$ cat config.mk
export PLATFORM = sky130hd
export DESIGN_NAME = regwb_arbiter
export DESIGN_NICKNAME = d
export VERILOG_FILES = /design/src/rtl/regwb_arbiter_pkg.sv /design/src/rtl/regwb_arbiter_rr_pick3.sv /design/src/rtl/regwb_arbiter.sv
export SDC_FILE = /design/constraint.sdc
export NUM_CORES = 1
export LEC_CHECK = 0
export BUFFER_PORTS_ARGS = -buffer_cell sky130_fd_sc_hd__buf_2
export CAP_MARGIN = 10
export CORE_MARGIN = 2
export CORE_UTILIZATION = 44
export DETAILED_ROUTE_END_ITERATION = 10
export PLACE_DENSITY = 0.81
export REMOVE_ABC_BUFFERS = 1
export SLEW_MARGIN = 20
export SYNTH_ARGS = -nofsm -noshare
export SYNTH_HDL_FRONTEND = slang
export SYNTH_SLANG_ARGS = --single-unit
$ cat constraint.sdc
create_clock -name clk -period 2.9 [get_ports clk]
set_input_delay 0 -clock clk [delete_from_list [all_inputs] [get_ports clk]]
set_output_delay 0 -clock clk [all_outputs]
set_load 0.02 [all_outputs]
$ cat src/rtl/regwb_arbiter_pkg.sv
// Shared definitions for the register-file writeback arbiter: FSM states,
// the "no requester" grant code, sweep bounds and the round-robin successor.
package regwb_arbiter_pkg;

  typedef enum logic {
    ST_RUN  = 1'b0,
    ST_INIT = 1'b1
  } state_t;

  localparam logic [1:0] GNT_NONE    = 2'd3;
  localparam int         SWEEP_FIRST = 1;
  localparam int         SWEEP_LAST  = 31;

  // Pointer successor over three requesters: 0 -> 1 -> 2 -> 0.
  function automatic logic [1:0] rr_next(input logic [1:0] idx);
    return (idx >= 2'd2) ? 2'd0 : idx + 2'd1;
  endfunction

endpackage

$ cat src/rtl/regwb_arbiter_rr_pick3.sv
// Three-way round-robin picker: the first valid requester at or after the
// pointer wins. Purely combinational.
module rr_pick3 (
  input  logic [2:0] i_valid,
  input  logic [1:0] i_ptr,
  output logic [2:0] o_gnt,
  output logic [1:0] o_idx
);

  always_comb begin
    // NOTE: every output gets a default first so no path infers a latch.
    o_gnt = 3'b000;
    case (i_ptr)
      2'd1: begin
        if      (i_valid[1]) o_gnt = 3'b010;
        else if (i_valid[2]) o_gnt = 3'b100;
        else if (i_valid[0]) o_gnt = 3'b001;
      end
      2'd2: begin
        if      (i_valid[2]) o_gnt = 3'b100;
        else if (i_valid[0]) o_gnt = 3'b001;
        else if (i_valid[1]) o_gnt = 3'b010;
      end
      default: begin
        if      (i_valid[0]) o_gnt = 3'b001;
        else if (i_valid[1]) o_gnt = 3'b010;
        else if (i_valid[2]) o_gnt = 3'b100;
      end
    endcase
    o_idx = {o_gnt[2], o_gnt[1]};
  end

endmodule

$ cat src/rtl/regwb_arbiter.sv
// Register-file writeback arbiter: round-robin merge of three write ports
// with a one-cycle registered output, plus a zero sweep of registers 1..31.
module regwb_arbiter
  import regwb_arbiter_pkg::*;
#(
  parameter int NREQ = 3,
  parameter int DW   = 32,
  parameter int AW   = 5
) (
  input  logic                 clk,
  input  logic                 clrn,
  input  logic [NREQ-1:0]      req_valid,
  input  logic [NREQ*AW-1:0]   req_wn,
  input  logic [NREQ*DW-1:0]   req_d,
  output logic [NREQ-1:0]      req_ready,
  input  logic                 init_start,
  output logic                 rf_we,
  output logic [AW-1:0]        rf_wn,
  output logic [DW-1:0]        rf_d,
  output logic [1:0]           gnt_id,
  output logic                 busy
);

  state_t          r_state, w_state_nxt;
  logic [1:0]      r_ptr, w_ptr_nxt;
  logic [AW-1:0]   r_cnt, w_cnt_nxt;
  logic            r_we, w_we_nxt;
  logic [AW-1:0]   r_wn, w_wn_nxt;
  logic [DW-1:0]   r_d, w_d_nxt;
  logic [1:0]      r_gnt, w_gnt_nxt;

  logic [2:0]      w_pick_gnt;
  logic [1:0]      w_pick_idx;
  logic [NREQ-1:0] w_ready;
  logic            w_xfer;
  logic [AW-1:0]   w_sel_wn;
  logic [DW-1:0]   w_sel_d;

  rr_pick3 u_pick (
    .i_valid (req_valid),
    .i_ptr   (r_ptr),
    .o_gnt   (w_pick_gnt),
    .o_idx   (w_pick_idx)
  );

  // Ready is held low while reset is asserted, even though valid may be high.
  assign w_ready   = (r_state == ST_RUN && !clrn) ? w_pick_gnt : '0;
  assign w_xfer    = |(req_valid & w_ready);
  assign req_ready = w_ready;

  always_comb begin
    w_sel_wn = '0;
    w_sel_d  = '0;
    for (int i = 0; i < NREQ; i++) begin
      if (w_ready[i]) begin
        w_sel_wn = req_wn[i*AW +: AW];
        w_sel_d  = req_d[i*DW +: DW];
      end
    end
  end

  always_comb begin
    w_state_nxt = r_state;
    w_ptr_nxt   = r_ptr;
    w_cnt_nxt   = r_cnt;
    w_we_nxt    = 1'b0;
    w_wn_nxt    = r_wn;
    w_d_nxt     = r_d;
    w_gnt_nxt   = GNT_NONE;
    case (r_state)
      ST_RUN: begin
        if (w_xfer) begin
          // Writes to register 0 are consumed but never reach the register file.
          w_we_nxt  = (w_sel_wn != '0);
          w_wn_nxt  = w_sel_wn;
          w_d_nxt   = w_sel_d;
          w_gnt_nxt = w_pick_idx;
          w_ptr_nxt = rr_next(w_pick_idx);
        end
        if (init_start) begin
          w_state_nxt = ST_INIT;
          w_cnt_nxt   = AW'(SWEEP_FIRST);
        end
      end
      ST_INIT: begin
        w_we_nxt = 1'b1;
        w_wn_nxt = r_cnt;
        w_d_nxt  = '0;
        if (r_cnt == AW'(SWEEP_LAST)) begin
          w_state_nxt = ST_RUN;
          w_cnt_nxt   = AW'(SWEEP_FIRST);
        end else begin
          w_cnt_nxt = r_cnt + 1'b1;
        end
      end
    endcase
  end

  always_ff @(posedge clk or posedge clrn) begin
    if (clrn) begin
      r_state <= ST_RUN;
      r_ptr   <= 2'd0;
      r_cnt   <= AW'(SWEEP_FIRST);
      r_we    <= 1'b0;
      r_wn    <= '0;
      r_d     <= '0;
      r_gnt   <= GNT_NONE;
    end else begin
      // NOTE: non-blocking so every register samples the pre-edge values.
      r_state <= w_state_nxt;
      r_ptr   <= w_ptr_nxt;
      r_cnt   <= w_cnt_nxt;
      r_we    <= w_we_nxt;
      r_wn    <= w_wn_nxt;
      r_d     <= w_d_nxt;
      r_gnt   <= w_gnt_nxt;
    end
  end

  assign rf_we  = r_we;
  assign rf_wn  = r_wn;
  assign rf_d   = r_d;
  assign gnt_id = r_gnt;
  assign busy   = (r_state == ST_INIT);

endmodule
-- Word-level counts from Yosys, hierarchy flattened
Cells that the tools add are included.
- memories: 0
- input port bits: 117
- bits in registers: 48
- latch bits: 0
- RAM bits: 0
- ROM bits: 0
- multipliers: 0
- add/subtract/negate cells: 2
- $lt $le $gt $ge: 1
- divide/modulo/power cells: 0
- equal/unequal tests: 5
- shift operators: 0
- multiplexer cells: 32
- bitwise gates (word level): 2
- reductions and logical operators: 5
- operator list (kind ; number):
    32-bit 2-to-1 mux ; 4
    32-bit one-hot mux with 2 select lines ; 1
    5-bit 2-to-1 mux ; 6
    3-bit 2-to-1 mux ; 8
    5-bit one-hot mux with 2 select lines ; 2
    2-bit 2-to-1 mux ; 4
    3-bit one-hot mux with 2 select lines ; 1
    5-bit by 1-bit adder with 5-bit output, second input constant ; 1
    5-bit == test, second input constant ; 1
    5-bit nonzero test ; 1
    1-bit 2-to-1 mux ; 4
    2-bit inequality test, second input constant ; 2
    1-bit one-hot mux with 2 select lines ; 2
    3-bit bitwise AND ; 1
    3-bit OR reduction ; 1
    2-bit by 1-bit adder with 2-bit output, second input constant ; 1
    2-bit by 1-bit == test with 1-bit output, second input constant ; 1
    2-bit == test, second input constant ; 1
    2-bit >= comparator, second input constant ; 1
    2-bit AND reduction ; 1
    1-bit logical AND ; 1
    1-bit zero test ; 1
    1-bit NOT ; 1

-- Longest topological paths before layout
- depth in word-level cells: 11
- depth in mapped cells: 10
- gate-level depth less buffers: 9

-- Cells and area by module
Synthesis repeated with hierarchy kept, for this count alone.
- cell total of the unflattened synthesis: 306
- area, all modules: 2890.3 um^2
- by module, submodules not included (module ; area an instance (um^2) ; instances ; cells each ; seq. area each (um^2)):
    regwb_arbiter ; 2755.1 ; 1 ; 287 ; 1204.9
    rr_pick3 ; 135.1 ; 1 ; 19 ; 0.0

-- Worst setup path after synthesis
No wires, ideal clock.
- path kind: register -> register
- from: reg r_ptr[0]
- to: reg r_d[0] (netlist: rf_d[0])
- clock period less this slack: 2193 ps
- cell stages (with the launch flop): 11
- arrival time: 2126 ps
- library setup time: 67 ps
- setup slack: 707 ps
- cells stage by stage: dfrtp_1 > inv_1 > ha_1 > nor2_2 > a2111oi_4 > and2_1 > buf_6 > buf_12 > a22oi_2 > nor2_1 > a221o_1
- cells in the longest elaborated chain, start to end: 8
- ends and longest elaborated chain (what ; RTL line ; source):
    start: declaration ; regwb_arbiter.sv:25 ; logic [1:0] r_ptr, w_ptr_nxt;
    start signal: assignment ; regwb_arbiter.sv:111 ; r_ptr <= w_ptr_nxt;
    2-bit == test or 2-bit by 1-bit == test with 1-bit output (tied branches) ; regwb_arbiter_rr_pick3.sv:13 ; case (i_ptr)
    3-bit one-hot mux with 2 select lines (*) ; regwb_arbiter_rr_pick3.sv:13 ;
    3-bit 2-to-1 mux (*) ; regwb_arbiter.sv:47 ; assign w_ready = (r_state == ST_RUN && !clrn) ? w_pick_gnt : '0;
    net req_ready[0] ; regwb_arbiter.sv:15 ; output logic [NREQ-1:0] req_ready,
    32-bit 2-to-1 mux (3 in series) ; regwb_arbiter.sv:55 ; if (w_ready[i]) begin
    32-bit 2-to-1 mux ; regwb_arbiter.sv:72 ; if (w_xfer) begin
    32-bit one-hot mux with 2 select lines ; regwb_arbiter.sv:70 ; case (r_state)
    end signal: assignment ; regwb_arbiter.sv:115 ; r_d <= w_d_nxt;
    end: declaration ; regwb_arbiter.sv:29 ; logic [DW-1:0] r_d, w_d_nxt;
Mark *: on every way through the listed nets, which the timed path passes. The rest lies on a longest branch. The select of a mux whose other input is x is not followed.
A chain may end at the register's enable or synchronous reset.

-- Worst setup path in the final report
- from: reg r_ptr[0]
- to: reg r_we (netlist: rf_we)
- cells in the longest elaborated chain, start to end: 9
- ends and longest elaborated chain (what ; RTL line ; source):
    2-bit == test or 2-bit by 1-bit == test with 1-bit output (tied branches) ; regwb_arbiter_rr_pick3.sv:13 ;
    3-bit one-hot mux with 2 select lines (*) ; regwb_arbiter_rr_pick3.sv:13 ;
    3-bit 2-to-1 mux (*) ; regwb_arbiter.sv:47 ;
    5-bit 2-to-1 mux (3 in series) ; regwb_arbiter.sv:55 ;
    5-bit nonzero test ; regwb_arbiter.sv:74 ; w_we_nxt = (w_sel_wn != '0);
    1-bit 2-to-1 mux (*) ; regwb_arbiter.sv:72 ;
    1-bit one-hot mux with 2 select lines (*) ; regwb_arbiter.sv:70 ;
    net w_we_nxt ; regwb_arbiter.sv:27 ; logic r_we, w_we_nxt;
    end signal: assignment ; regwb_arbiter.sv:113 ; r_we <= w_we_nxt;
    end: declaration ; regwb_arbiter.sv:27 ;
Mark *: on every way through the listed nets, which the timed path passes. The rest lies on a longest branch.

==> metrics.txt <==
status=completed; initial antenna violation count=0; CP required=3.04 ns; total gr overflow=0; Hold Path Class=in2reg; H-tree depth=2; Mapped Area=2724 µm²; kind of critical path=reg2reg; Synth area leaders=dfrtp_1 41%, a221o_1 14%, a22oi_2 8.7%, nor2_1 4.8%, a22oi_1 3.9%; asr flop ratio synth=100.0%; Final HPWL DP=5.832 mm; Pwr Density=548.6 nW/µm²; most frequent cells in the layout=160 x buf_2, 45 x dfrtp_1, 37 x a221o_1, 35 x nor2_1, 35 x dlygate4sd3_1; Slowest cell on crit path=o311a_2; P_leak=2.083 nW; Yosys reg bits=48; row cnt=28; crit end category=flip-flop; worst-case clock buffer depth=2; post-route design area=4019 µm²; residual DRC count=0; CTS Sinks=48; Mapped Avg Cell Area=10.81 µm²; clock skew=0.006776 ns; Core Box Area=5956 µm²; routed via count=2874; Slew HR=60.74%; CTS Root Cell=clkbuf_8; critical path arrival=2.69 ns; Top FF cell, synth=dfrtp_1; drt pass-1 iters=4; number of global-route vias before repair=2804; post-synth top area cell=dfrtp_1; number of buffers inserted by port buffering=160; drt via density=5.527; GP Congestion=0.8975; later-pin clock latency in the skew report=0.29 ns; CP max FO=21; Reg clk slew, reported paths=0.09 ns; Yosys warning count=0; DIE HEIGHT=82.68 µm; largest net degree at the start of global routing=49; Post-Synthesis Cells=252; Max IR drop VDD=288.5 µV; IO Count=161; max-cap viol count=0; total track usage=24.00%; EDFF count, synth=0; first-pass GRT wire length=12.46 mm; Detailed Route WL=8.256 mm; utilization after layout=67.48%; ratio of cells with drive above 1 in the final layout=47.87%; Cell Chain, Critical Path=inv_1, ha_1, and2b_1, o311a_2, buf_4, a221o_1, a21oi_1, nand4_1; area grow syn2layout=47.54%; wire per inst=15.88 µm; CP Launch Type=flip-flop; most common cell after layout, fill and taps aside=buf_2; die footprint=6836 µm²; Post-CTS Setup Inserts=0; highest achievable clock rate=0.3933 GHz; initial drt markers=113; Fin. Hold Viols=0; ant diodes=0; dpl cell area=3575 µm²; post-route ant nets=0; starting density of the core=45.74%; fin. max-slew vios=0; slowest stage delay, CP=0.41 ns; synth unique cells=48; TritonCTS clock tree=done; final setup vio count=0; unrepaired setup endpoints after global routing=false; CTS buffer count=5; sequential fraction of the synthesis area=44.24%; Slew @ Worst Pin=0.5888 ns; Final #Nets=565; Tcrit/Tclk final=87.68%; post-synth top area share=41.34%; die width=82.68 µm; Final min period=2.543 ns
-- cell families (layout without fill, tap and decap cells) --
family	after synthesis	count (layout)	synth area share (%)
and+or+nand+nor	71	71	12.50
DFF	48	48	44.24
AOI/OAI and AO/OA	100	100	34.54
adders and majority gates	4	4	1.837
buffers and inverters	29	222	6.890
-- synth_stat cells, types with 3 or more instances --
cell      number
dfrtp_1       45
a221o_1       37
nor2_1        35
a22oi_2       19
a22oi_1       14
nand2_1       12
buf_2         10
inv_1          8
a21oi_1        6
nand2b_1       6
o21ai_0        5
buf_6          4
ha_1           4
and3_1         3
clkbuf_1       3
dfstp_2        3
o21ai_1        3
-- through the flow --
stage	TNS [ns]	total power (W)	hold WS [ns]	instances	worst slack (ns)
finish	0	0.002205	0.02010	520	0.3572
global route	0	0.002362	0.01699	520	0.2097
CTS	0	0.002224	0.003643	520	0.3591
detailed placement	0	0.001774	0.2360	477	0.3690
global placement	0	0.001733	0.2316	477	0.4623
floorplan	-3.075	0.001445	0.1073	232	-0.1297
-- power by group --
part / total [W] / internal [W] / switching (W)
registers: 0.000892 / 0.000801 / 0.0000909
logic: 0.000904 / 0.000385 / 0.000518
clock network: 0.000409 / 0.000194 / 0.000215
-- routing by layer --
| metal | routed length [µm] | GRT usage, % |
|---|---|---|
| met2 | 4349 | 43.79 |
| met1 | 3158 | 27.23 |
| met3 | 602 | 5.435 |
| met5 | 0 | 0 |
| met4 | 145 | 8.852 |
-- area by class of cell --
cell class	instances	area (µm²)
Tap cell	75	93.84
Clock buffer	7	86.33
Inverter	9	33.78
Fill cell	479	1937
Sequential cell	48	1205
Clock inverter	1	7.507
Timing Repair Buffer	205	1251
Multi-Input combinational cell	175	1341
-- critical path: cells and delay by family (launching register included) --
kind	cells	cell delay, ns
adders and majority gates	1	0.39
and+or+nand+nor	2	0.41
AOI/OAI and AO/OA	3	0.91
DFF	1	0.38
buffers and inverters	2	0.30
-- worst paths after layout --
check	cells past startpoint	to	startpoint	slack [ns]
min in group asynchronous	4	busy$_DFF_PP0_	clrn	0.47
worst max register to register	8	rf_we$_DFF_PP0_	r_ptr[0]$_DFFE_PP0P_	0.36
worst max-delay path	8	rf_we$_DFF_PP0_	r_ptr[0]$_DFFE_PP0P_	0.36
worst min-delay path	3	gnt_id[0]$_DFF_PP1_	req_valid[1]	0.02
max in group asynchronous	4	rf_d[31]$_DFFE_PP0P_	clrn	2.04
worst min register to register	1	rf_d[2]$_DFFE_PP0P_	rf_d[2]$_DFFE_PP0P_	0.51
-- state kept, by name, indices dropped and copies added (netlist names) --
name and flops:
busy 1, gnt_id 2, r_cnt 5, r_ptr 2, rf_d 32, rf_we 1
rf_wn 5
-- repair_timing --
action                     4_1_cts  5_1_grt
hold buffers                    35        0
hold endpoints to repair        81        0
setup endpoints to repair        0        0
resized for setup                0        0
Note: power is estimated with default switching activity, not from simulation.
